--- src/rtl/ctrl_fsm_param_pkg.sv ---
// Shared constants for the parametrised control unit: opcodes, states,
// ALU / memory / mux2 codes and small opcode classification helpers.
package ctrl_fsm_param_pkg;

   typedef enum logic [3:0] {
      OP_CLR   = 4'd0,
      OP_LOAD  = 4'd1,
      OP_STORE = 4'd2,
      OP_COPY  = 4'd3,
      OP_INCR  = 4'd4,
      OP_ADDI  = 4'd5,
      OP_ADDR  = 4'd6,
      OP_SUBI  = 4'd7,
      OP_SUBR  = 4'd8,
      OP_SHL   = 4'd9,
      OP_SHR   = 4'd10,
      OP_JPNZ  = 4'd11,
      OP_OR    = 4'd12,
      OP_JPZ   = 4'd13,
      OP_HALT  = 4'd14,
      OP_NOOP  = 4'd15
   } opcode_t;

   typedef enum logic [3:0] {
      ST_IDLE    = 4'd0,
      ST_FETCH   = 4'd1,
      ST_DECODE  = 4'd2,
      ST_OPERAND = 4'd3,
      ST_EXEC    = 4'd4,
      ST_MEM     = 4'd5,
      ST_HALT    = 4'd6,
      ST_ERR     = 4'd7
   } state_t;

   localparam logic [3:0] ALU_NONE = 4'd0;
   localparam logic [3:0] ALU_ABUS = 4'd1;
   localparam logic [3:0] ALU_INCR = 4'd2;
   localparam logic [3:0] ALU_ADD  = 4'd3;
   localparam logic [3:0] ALU_SUB  = 4'd4;
   localparam logic [3:0] ALU_SHL  = 4'd5;
   localparam logic [3:0] ALU_SHR  = 4'd6;
   localparam logic [3:0] ALU_OR   = 4'd7;

   localparam logic [1:0] MEM_NONE     = 2'd0;
   localparam logic [1:0] MEM_IM_READ  = 2'd1;
   localparam logic [1:0] MEM_DM_READ  = 2'd2;
   localparam logic [1:0] MEM_DM_WRITE = 2'd3;

   localparam logic [1:0] MUX2_NONE = 2'd0;
   localparam logic [1:0] MUX2_IMM  = 2'd1;

   // Selects are truncated to the operand-field width at the use site;
   // truncating all-ones keeps CSEL_PC all-ones at any width.
   localparam logic [31:0] SEL_NONE = '0;
   localparam logic [31:0] CSEL_PC  = '1;

   // Ops that carry a second (dst/src) instruction word.
   function automatic logic two_word(input opcode_t op);
      return op inside {OP_COPY, OP_ADDI, OP_ADDR, OP_SUBI,
                        OP_SUBR, OP_SHL, OP_SHR, OP_OR};
   endfunction

   function automatic logic [3:0] alu_of(input opcode_t op);
      case (op)
         OP_INCR:                  return ALU_INCR;
         OP_ADDI, OP_ADDR:         return ALU_ADD;
         OP_SUBI, OP_SUBR:         return ALU_SUB;
         OP_SHL:                   return ALU_SHL;
         OP_SHR:                   return ALU_SHR;
         OP_OR:                    return ALU_OR;
         OP_COPY, OP_JPNZ, OP_JPZ: return ALU_ABUS;
         default:                  return ALU_NONE;
      endcase
   endfunction

endpackage

--- src/rtl/ctrl_fsm_param_wait_timer.sv ---
// Memory wait timer: counts cycles spent waiting on mem_ready.
// Ports: clk, rst_n, clr (restart), en (count), expire (last cycle, en high).
module ctrl_wait_timer #(
   parameter int LIMIT = 16
) (
   input  logic clk,
   input  logic rst_n,
   input  logic clr,
   input  logic en,
   output logic expire
);

   localparam int CW = $clog2(LIMIT);
   localparam logic [CW-1:0] LAST = CW'(LIMIT - 1);

   logic [CW-1:0] count;

   always_ff @(posedge clk or negedge rst_n) begin
      if (!rst_n) begin
         count <= '0;
      end else if (clr) begin
         count <= '0;
      end else if (en) begin
         count <= count + 1'b1;
      end
   end

   assign expire = en && (count == LAST);

endmodule

--- src/rtl/ctrl_fsm_param.sv ---
// Multicycle control unit with start/done/busy handshake and memory timeout.
// Ports: clk, rst_n, start, instr, z_flag, mem_ready in; Moore strobes out.
module ctrl_fsm_param
   import ctrl_fsm_param_pkg::*;
#(
   parameter int INSTR_W     = 8,
   parameter int ALU_OP_W    = 4,
   parameter int MEM_TIMEOUT = 16
) (
   input  logic                  clk,
   input  logic                  rst_n,
   input  logic                  start,
   input  logic [INSTR_W-1:0]    instr,
   input  logic                  z_flag,
   input  logic                  mem_ready,
   output logic                  busy,
   output logic                  done,
   output logic                  err,
   output logic                  pc_inc,
   output logic                  rst_en,
   output logic [INSTR_W/2-1:0]  rst_sel,
   output logic [INSTR_W/2-1:0]  a_sel,
   output logic [INSTR_W/2-1:0]  b_sel,
   output logic [INSTR_W/2-1:0]  c_sel,
   output logic [ALU_OP_W-1:0]   alu_op,
   output logic [1:0]            mem_op,
   output logic                  ir_en,
   output logic                  branch,
   output logic [1:0]            mux2_ctrl,
   output logic [3:0]            state
);

   localparam int HW = INSTR_W / 2;

   state_t         st, nxt;
   opcode_t        opc_q;
   logic [HW-1:0]  op_q, dst_q, src_q;
   opcode_t        in_opc;
   logic           waiting, expire;

   // Opcode fields wider than 4 bits with upper bits set are unused: NOOP.
   function automatic opcode_t decode_opc(input logic [HW-1:0] f);
      if ((f >> 4) != '0) return OP_NOOP;
      return opcode_t'(f[3:0]);
   endfunction

   assign in_opc  = decode_opc(instr[INSTR_W-1:HW]);
   assign waiting = st inside {ST_FETCH, ST_OPERAND, ST_MEM};

   // Counter is zero on every entry to a wait state because it is held
   // clear outside them and cleared on the completing (mem_ready) cycle.
   ctrl_wait_timer #(
      .LIMIT (MEM_TIMEOUT)
   ) u_timer (
      .clk    (clk),
      .rst_n  (rst_n),
      .clr    (!waiting || mem_ready),
      .en     (waiting && !mem_ready),
      .expire (expire)
   );

   always_ff @(posedge clk or negedge rst_n) begin
      if (!rst_n) begin
         st <= ST_IDLE;
      end else begin
         st <= nxt;
      end
   end

   always_ff @(posedge clk or negedge rst_n) begin
      if (!rst_n) begin
         opc_q <= OP_CLR;
         op_q  <= '0;
         dst_q <= '0;
         src_q <= '0;
      end else begin
         if (st == ST_DECODE) begin
            opc_q <= in_opc;
            op_q  <= instr[HW-1:0];
         end
         if (st == ST_OPERAND && mem_ready) begin
            dst_q <= instr[INSTR_W-1:HW];
            src_q <= instr[HW-1:0];
         end
      end
   end

   always_comb begin
      nxt = st;
      case (st)
         ST_IDLE, ST_ERR: begin
            if (start) nxt = ST_FETCH;
         end
         ST_FETCH: begin
            if (mem_ready)   nxt = ST_DECODE;
            else if (expire) nxt = ST_ERR;
         end
         ST_DECODE: begin
            if (in_opc inside {OP_LOAD, OP_STORE})
               nxt = ST_MEM;
            else if (two_word(in_opc))
               nxt = ST_OPERAND;
            else if (in_opc == OP_JPNZ)
               nxt = z_flag ? ST_FETCH : ST_EXEC;
            else if (in_opc == OP_JPZ)
               nxt = z_flag ? ST_EXEC : ST_FETCH;
            else if (in_opc == OP_HALT)
               nxt = ST_HALT;
            else
               nxt = ST_EXEC;
         end
         ST_OPERAND: begin
            if (mem_ready)   nxt = ST_EXEC;
            else if (expire) nxt = ST_ERR;
         end
         ST_MEM: begin
            if (mem_ready)   nxt = ST_FETCH;
            else if (expire) nxt = ST_ERR;
         end
         ST_EXEC: nxt = ST_FETCH;
         ST_HALT: nxt = ST_IDLE;
         default: nxt = ST_IDLE;
      endcase
   end

   always_comb begin
      busy      = !(st inside {ST_IDLE, ST_ERR});
      done      = (st == ST_HALT);
      err       = (st == ST_ERR);
      pc_inc    = 1'b0;
      rst_en    = 1'b0;
      rst_sel   = HW'(SEL_NONE);
      a_sel     = HW'(SEL_NONE);
      b_sel     = HW'(SEL_NONE);
      c_sel     = HW'(SEL_NONE);
      alu_op    = ALU_OP_W'(ALU_NONE);
      mem_op    = MEM_NONE;
      ir_en     = 1'b0;
      branch    = 1'b0;
      mux2_ctrl = MUX2_NONE;
      state     = st;
      case (st)
         ST_FETCH, ST_OPERAND: begin
            mem_op = MEM_IM_READ;
            ir_en  = 1'b1;
         end
         ST_DECODE: pc_inc = 1'b1;
         ST_MEM: begin
            mem_op = (opc_q == OP_STORE) ? MEM_DM_WRITE : MEM_DM_READ;
         end
         ST_EXEC: begin
            pc_inc = two_word(opc_q);
            alu_op = ALU_OP_W'(alu_of(opc_q));
            case (opc_q)
               OP_CLR: begin
                  rst_en  = 1'b1;
                  rst_sel = op_q;
               end
               OP_INCR: begin
                  a_sel = op_q;
                  c_sel = op_q;
               end
               OP_COPY: begin
                  a_sel = src_q;
                  c_sel = dst_q;
               end
               OP_ADDI, OP_SUBI, OP_SHL, OP_SHR: begin
                  a_sel     = dst_q;
                  c_sel     = dst_q;
                  mux2_ctrl = MUX2_IMM;
               end
               OP_ADDR, OP_SUBR, OP_OR: begin
                  a_sel = dst_q;
                  b_sel = src_q;
                  c_sel = dst_q;
               end
               OP_JPNZ, OP_JPZ: begin
                  a_sel  = op_q;
                  c_sel  = HW'(CSEL_PC);
                  branch = 1'b1;
               end
               default: ;
            endcase
         end
         default: ;
      endcase
   end

endmodule

--- config.mk ---
export PLATFORM = sky130hd
export DESIGN_NAME = ctrl_fsm_param
export DESIGN_NICKNAME = d
export VERILOG_FILES = /design/src/rtl/ctrl_fsm_param_pkg.sv /design/src/rtl/ctrl_fsm_param_wait_timer.sv /design/src/rtl/ctrl_fsm_param.sv
export SDC_FILE = /design/constraint.sdc
export NUM_CORES = 1
export LEC_CHECK = 0
export ABC_AREA = 1
export BUFFER_PORTS_ARGS = -buffer_cell sky130_fd_sc_hd__buf_2
export CORE_ASPECT_RATIO = 0.8
export CORE_MARGIN = 4
export CORE_UTILIZATION = 48
export CTS_CLUSTER_SIZE = 8
export DETAILED_ROUTE_END_ITERATION = 8
export GPL_TIMING_DRIVEN = 0
export PLACE_DENSITY = 0.75
export SYNTH_ARGS = -nofsm -noshare
export SYNTH_HDL_FRONTEND = slang
export SYNTH_SLANG_ARGS = --single-unit
--- constraint.sdc ---
create_clock -name clk -period 1.8 [get_ports clk]
set_input_delay 0.09 -clock clk [delete_from_list [all_inputs] [get_ports clk]]
set_output_delay 0.09 -clock clk [all_outputs]
set_load 0.1 [all_outputs]
==> metrics.yaml, run 1 <==
endpoint_type: "primary output"
ys_seq_elements: 24
synthXorXnorAreaFrac_pct: 0.519
synth-simple-area-share_pct: 32.3
syn_area_per_cell_um2: 6.75
die_h_um: 61.0
yosys-top-cells-count: "nand2_1 (72), inv_1 (33), nor2_1 (30)"
ys_types: 27
grt_start_max_net_pins: 25
synth-edff-count: 0
start_util_pct: 52.4
synth_top_flop_cell: "dfrtp_1"
ys_seq_area_share_pct: 35.6
cts.path.max_buffers: 2
placedCellCount: 337
synthAdderAreaFrac_pct: 3.71
cts_htree_levels: 1
synth_top_cell_area_share_pct: 35.6
synthArstFlopShare_pct: 100
synthMuxAreaShare_pct: 0
cts.sinks: 24
synth_top_area_cell: "dfrtp_1"
root_buffer: "clkbuf_8"
place.port_buffers: 45
hpwlAfterDp_mm: 3.52
outcome: "did not finish"
yosysMostFrequentCell: "nand2_1"
cts_buffers: 3
synth_top_family_by_area: "simple AND/OR/NAND/NOR gates"
gp_congestion: 0.844
error: "[ERROR DPL-0038] Utilization greater than 100%, impossible to legalize"
std_cell_rows: 18
synth_area_mm2: 0.00169
die_w_um: 74.3
synth.area.top_cells: "dfrtp_1 (36%), nand2_1 (16%), inv_1 (7.3%)"
syn_inst: 250
lastStage: "global routing (5_1_grt)"
ys.warnings.count: 0
crit_endpoint: "a_sel[0]"
synth-compound-area-share_pct: 15.3
io_pins: 48
## metrics by stage
stage / setup slack [ps] / cell area [µm²]
2_1_floorplan: -258 / 2030
3_3_place_gp: -151 / 2310
3_5_place_dp: -169 / 2310
4_1_cts: -72.1 / 2940
## repair_timing
action                                 4_1_cts
pin swaps                                   16
buffers inserted                            14
gates cloned                                 0
endpoints found under the hold margin       24
setup endpoints to repair                   25
hold buffers                                 1
gates resized for setup                    126
## cell families after synthesis
family	Yosys count
and+or+nand+nor	125
AOI/OAI and AO/OA	47
buffers and inverters	47
DFF	24
adders and majority gates	5
xor gates and xnor gates	1
other	1
==> run 2, diff against run 1 <==
CORE_ASPECT_RATIO = not set   (was 0.8)
CORE_UTILIZATION = 33   (was 48)
CTS_CLUSTER_SIZE = not set   (was 8)
PLACE_DENSITY = not set   (was 0.75)
PLACE_DENSITY_LB_ADDON = 0.15   (was not set)
==> run 2 against run 1 <==
  * The flow now finishes, with violations (setup timing)
  * Synthesized cell count unchanged
  * Area after synthesis unchanged
==> metrics.yaml, run 2 <==
power_leakage_uw: 0.00133
place.port_buffers: 45
fin_nets: 337
violations: "setup timing"
max-cap-violations: 0
cts_tree: "yes"
tightestPinTransition_ps: 534
required_ps: 1710
drc: 0
cts_htree_levels: 1
finalSetupViolCount: 14
ys_types: 27
holdWs_ps: 78.8
synth_top_area_cell: "dfrtp_1"
core_mm2: 0.00485
drtAntennaViolNets: 0
final_cell_mix: "nand2_1 (54), buf_12 (24), inv_1 (23), o21ai_0 (19)"
fin_ws_ps: -84.9
rsz0062_at_grt: "true"
reg2reg_depth: 7
fillers: 404
outcome: "finished with violations"
gr-total-overflow: 0
wl_per_cell_um: 12.6
fmax_ghz: 0.531
r2r_start: "state[3]"
slew-limit-headroom_pct: 64.4
cp_top_family: "flip-flops"
busiest_layer: "met2"
powerDensity_mw_per_mm2: 1430
ys.warnings.count: 0
crit_type: "flip-flop to output port"
critPathMaxStageDelay_ps: 460
worstSetupEndpoint: "c_sel[3]"
synth_top_flop_cell: "dfrtp_1"
fin_cells: 385
start_util_pct: 34.8
syn_area_per_cell_um2: 6.75
grt_pass1_wl_mm: 8.18
io_pins: 48
hpwlAfterDp_mm: 3.51
grt_pass1_vias: 1728
finClkSkew_ps: 3.21
fin_area_mm2: 0.00308
clkLatencyLatePin_ps: 260
end_kind: "output port"
period_needed_ps: 1880
ys_seq_area_share_pct: 35.6
worst_path_most_repeated_cell: "inv_4"
path_cells: "inv_4, ha_4, inv_4, o21ai_4, inv_4, nand3_4, nand2_2, a21oi_4, buf_12"
slowest_stage: "dfrtp_2"
dr.pass1.iters: 4
cp_num_buf_inv: 4
diodes: 0
die_h_um: 79.5
wl_mm: 4.87
vias_per_cell: 4.68
synthArstFlopShare_pct: 100
crit_start: "opc_q[0]"
die_w_um: 79.5
critPathLaunchType: "flip-flop"
root_buffer: "clkbuf_8"
dieArea_mm2: 0.00632
hold_class: "primary input to flip-flop"
cts.path.max_buffers: 2
placedCellCount: 364
worst-path-stages: 9
drtIter0Drc: 48
std_cell_rows: 25
vias: 1803
critical_path.max_fanout: 5
use_met2_pct: 26.8
reg2reg_slack_ps: 270
ys_seq_elements: 24
cts.sinks: 24
r2r_end: "dst_q[3]"
synth.area.top_cells: "dfrtp_1 (36%), nand2_1 (16%), inv_1 (7.3%)"
yosysMostFrequentCell: "nand2_1"
cts.clk_slew.worst_paths_ps: 80
grt_use_total_pct: 16.2
yosys-top-cells-count: "nand2_1 (72), inv_1 (33), nor2_1 (30)"
synth_area_mm2: 0.00169
cp.arrival_ps: 1790
placed_cell_area_mm2: 0.00234
drive_above_1_share_pct: 54.1
hold_viol_final: 0
fin_crit_sh_pct: 105
grt_start_max_net_pins: 25
syn_inst: 250
synth-edff-count: 0
slew_violations: 0
synth_top_cell_area_share_pct: 35.6
final_common_cell: "nand2_1"
antenna_found_initial: 0
gp_congestion: 0.811
grt_use_met1_pct: 22.7
grt.met3_usage_pct: 1.58
synthToLayoutAreaGrowth_pct: 82.5
vdd_drop_max_mv: 1.10
cts_buffers: 3
-- run 2: repair_timing --
item	CTS	global route
pin swaps	13	8
hold endpoints to repair	24	0
hold buffers	1	0
endpoints found under the setup margin	25	26
setup buffers	10	6
gates resized for setup	116	32
-- run 2: worst min-delay path by stage --
stage	from	to	cells past startpoint	slack, ps
floorplan	rst_n	dst_q[0]	0	-210
global route	instr[3]	src_q[3]	3	100
CTS	instr[5]	opc_q[1]	3	80
finish	instr[5]	opc_q[1]	3	80
global placement	rst_n	state[3]	1	110
detailed placement	rst_n	state[3]	1	110
-- run 2: routing by layer --
metal | vias up | routed length, µm
met1 | 839 | 2300
met3 | 4 | 136
met5 | - | 0
met4 | 0 | 38
met2 | 39 | 2400
li1 | 921 | -
-- run 2: report_power, final --
part	switching, µW	leakage [µW]	internal (µW)
registers	275	0.000300	762
logic	2020	0.00100	1010
clock network	160	0.0000288	195
total	2450	0.00133	1960
-- run 2: final cells by class --
type	instances	area, µm²	area share [%]
Inverter	40	178	5.77
Buffer	7	88.8	2.89
Timing Repair Buffer	62	717	23.3
Multi-Input combinational cell	181	1340	43.5
Tap cell	67	83.8	2.72
Clock buffer	4	55.1	1.79
Sequential cell	24	618	20.1
-- run 2: worst register-to-register path: stages, from the launching register on --
cell,delay (ps)
dfrtp_4,510
nor2_2,220
nand2_2,180
inv_6,100
nand3_4,110
buf_6,170
nand2_1,50
o21ai_0,70
-- run 2: cell families (layout without fill, tap and decap cells) --
logic type / count (synthesis) / in the layout / share of synthesized area [%]
other: 1 / 3 / 0.222
buffers and inverters: 47 / 113 / 12.3
adder cells (fa/ha/maj): 5 / 5 / 3.71
XOR/XNOR: 1 / 1 / 0.519
flip-flops: 24 / 24 / 35.6
AND/OR/NAND/NOR: 125 / 125 / 32.3
AO/OA/AOI/OAI: 47 / 47 / 15.3
-- run 2: stage by stage --
stage                     TNS [ps]  setup slack [ps]  total power [µW]  utilization (%)
after floorplan              -2640              -258              2880                -
after global placement       -1310              -161              3260             48.3
after detailed placement     -1290              -163              3270             48.3
after CTS                     -888             -87.9              4240             59.9
after global routing         -2090              -180              4700             63.5
final                         -787             -84.9              4420             63.5
No activity file was read; power rests on OpenSTA's default activity.
==> run 3, diff against run 2 <==
ABC_AREA = not set   (was 1)
==> run 3 against run 2 <==
  * The run still ends with setup timing left
  * Hold slack worse by 14 ps
  * Maximum frequency is 14% lower
  * Count of clock-buffer cells in the layout fell by 1
==> metrics.yaml, run 3 <==
outcome: "finished with violations"
violations: "setup timing"
grt_pass1_wl_mm: 8.91
place.port_buffers: 43
cts.sinks: 24
finClkSkew_ps: 4.53
hold_class: "primary input to flip-flop"
synth_top_flop_cell: "dfrtp_1"
drtAntennaViolNets: 0
path_cells: "or4b_4, a31oi_4, o21ai_4, a31oi_4, buf_12"
placed_cell_area_mm2: 0.00225
critPathLaunchType: "flip-flop"
period_needed_ps: 2200
ys_seq_area_share_pct: 35.1
hpwlAfterDp_mm: 3.46
fin_ws_ps: -403
syn_area_per_cell_um2: 8.86
final_cell_mix: "buf_12 (25), nand2_1 (24), dfrtp_1 (18), buf_4 (17), buf_2 (15)"
grt_use_total_pct: 17.3
critical_path.max_fanout: 4
synthToLayoutAreaGrowth_pct: 79.0
grt_pass1_vias: 1759
gr-total-overflow: 0
dieArea_mm2: 0.00639
vias_per_cell: 5.34
max-cap-violations: 0
clkLatencyLatePin_ps: 270
cts.path.max_buffers: 2
final_common_cell: "buf_12"
min_path_cells: 2
gp_congestion: 0.767
drive_above_1_share_pct: 56.5
root_buffer: "clkbuf_8"
fmax_ghz: 0.454
end_kind: "output port"
cts_buffers: 3
vias: 1746
cp.arrival_ps: 2110
start_util_pct: 35.0
seq_area_um2: 618
syn_inst: 193
synth_area_mm2: 0.00171
powerDensity_mw_per_mm2: 918
ys.warnings.count: 0
fin_crit_sh_pct: 122
diodes: 0
ys_seq_elements: 24
slew-limit-headroom_pct: 63.3
core_mm2: 0.00488
synth_top_area_cell: "dfrtp_1"
slew_violations: 0
finalSetupViolCount: 24
reg2reg_depth: 7
antenna_found_initial: 0
cts.clk_slew.worst_paths_ps: 90
fin_area_mm2: 0.00306
synthArstFlopShare_pct: 100
power_leakage_uw: 0.00119
cts_tree: "yes"
cp_num_buf_inv: 1
die_w_um: 80.0
die_h_um: 80.0
io_pins: 48
synth.area.top_cells: "dfrtp_1 (35%), mux2_2 (9.2%), nand2_1 (5.3%)"
drc: 0
cts_htree_levels: 1
synth_top_cell_area_share_pct: 35.1
worst_path_most_repeated_cell: "a31oi_4"
drtIter0Drc: 71
ys_types: 49
worst-path-stages: 5
dr.pass1.iters: 4
synth-edff-count: 0
std_cell_rows: 25
slowest_stage: "or4b_4"
critPathMaxStageDelay_ps: 610
fin_nets: 279
required_ps: 1710
tightestPinTransition_ps: 551
multi_input_area_mm2: 0.00137
rsz0062_at_grt: "true"
grt_start_max_net_pins: 25
yosys-top-cells-count: "dfrtp_1 (24), nand2_1 (24), nor2_1 (15)"
vdd_drop_max_mv: 0.668
hold_viol_final: 0
fin_util_pct: 62.7
wl_mm: 5.32
fillers: 404
cp_top_family: "simple AND/OR/NAND/NOR gates"
crit_type: "flip-flop to output port"
wl_per_cell_um: 16.3
==> run 3: cell count changes after synthesis, moves of 8 or more <==
cell and delta:
nand2_1 -48, inv_1 -29, nor2_1 -15, o21ai_0 -15, mux2_2 +14, and2_1 +8
==> run 3: cell type report <==
type,instances,share of cell area [%]
multi-input combinational,153,44.7
clock buffer,3,1.35
inverter,4,0.491
tap,67,2.74
clock inverter,1,0.982
buffer,13,4.38
timing repair buffer,62,25.2
sequential,24,20.2
==> run 3: cells by family after synthesis <==
logic type / after synthesis / share of synthesized area [%]
other cells: 1 / 0.219
fa+ha+maj: 5 / 3.66
simple gates: 78 / 24.8
xor+xnor: 2 / 1.03
mux: 15 / 9.81
buf+inv: 18 / 5.64
compound gates: 50 / 19.7
flops: 24 / 35.1
==> run 3: worst register-to-register path, cell delays in order, from the launching register on <==
cell	delay (ps)
dfrtp_4	480
buf_4	160
buf_4	150
nand2b_1	90
buf_6	150
nand4bb_1	150
buf_6	150
mux2_2	330
==> run 3: stage by stage <==
stage | hold WS, ps | std cells | worst slack (ps) | TNS [ps] | power [µW]
3_5_place_dp | 111 | 305 | -648 | -8800 | 1980
4_1_cts | 59.8 | 320 | -411 | -8680 | 2740
6_report | 64.9 | 327 | -403 | -7990 | 2810
5_1_grt | 60.1 | 327 | -446 | -9630 | 2980
3_3_place_gp | 114 | 305 | -637 | -8780 | 1970
2_1_floorplan | -206 | 195 | -721 | -11290 | 1730
==> run 3: what timing repair did <==
item,4_1_cts,5_1_grt
pin swaps,5,3
endpoints found under the setup margin,26,35
hold endpoints to repair,24,0
gates resized for setup,136,22
setup buffers,10,8
hold buffers,1,0
==> run 3: worst paths after layout <==
path / endpoint / slack [ps] / from
setup reg to reg: dst_q[0] / 20 / state[0]
hold reg to reg: u_timer.count[0] / 460 / u_timer.count[0]
setup / recovery: a_sel[3] / -400 / state[0]
min in group asynchronous: op_q[0] / 330 / rst_n
hold / removal: src_q[2] / 60 / instr[2]
max in group asynchronous: state[0] / 1060 / rst_n
==> run 3: power breakdown <==
part / internal (µW) / switching, µW
registers: 665 / 180
clock network: 297 / 176
logic: 555 / 935
total: 1520 / 1290
==> run 3: routing by layer <==
layer	track usage, %	vias to the layer above	part of all wire [%]	wire [µm]
met1	23.4	885	44	2370
li1	-	814	-	-
met5	0	-	0	0
met4	2.87	0	0.41	22
met2	30.3	43	51	2740
met3	1.58	4	3.7	198
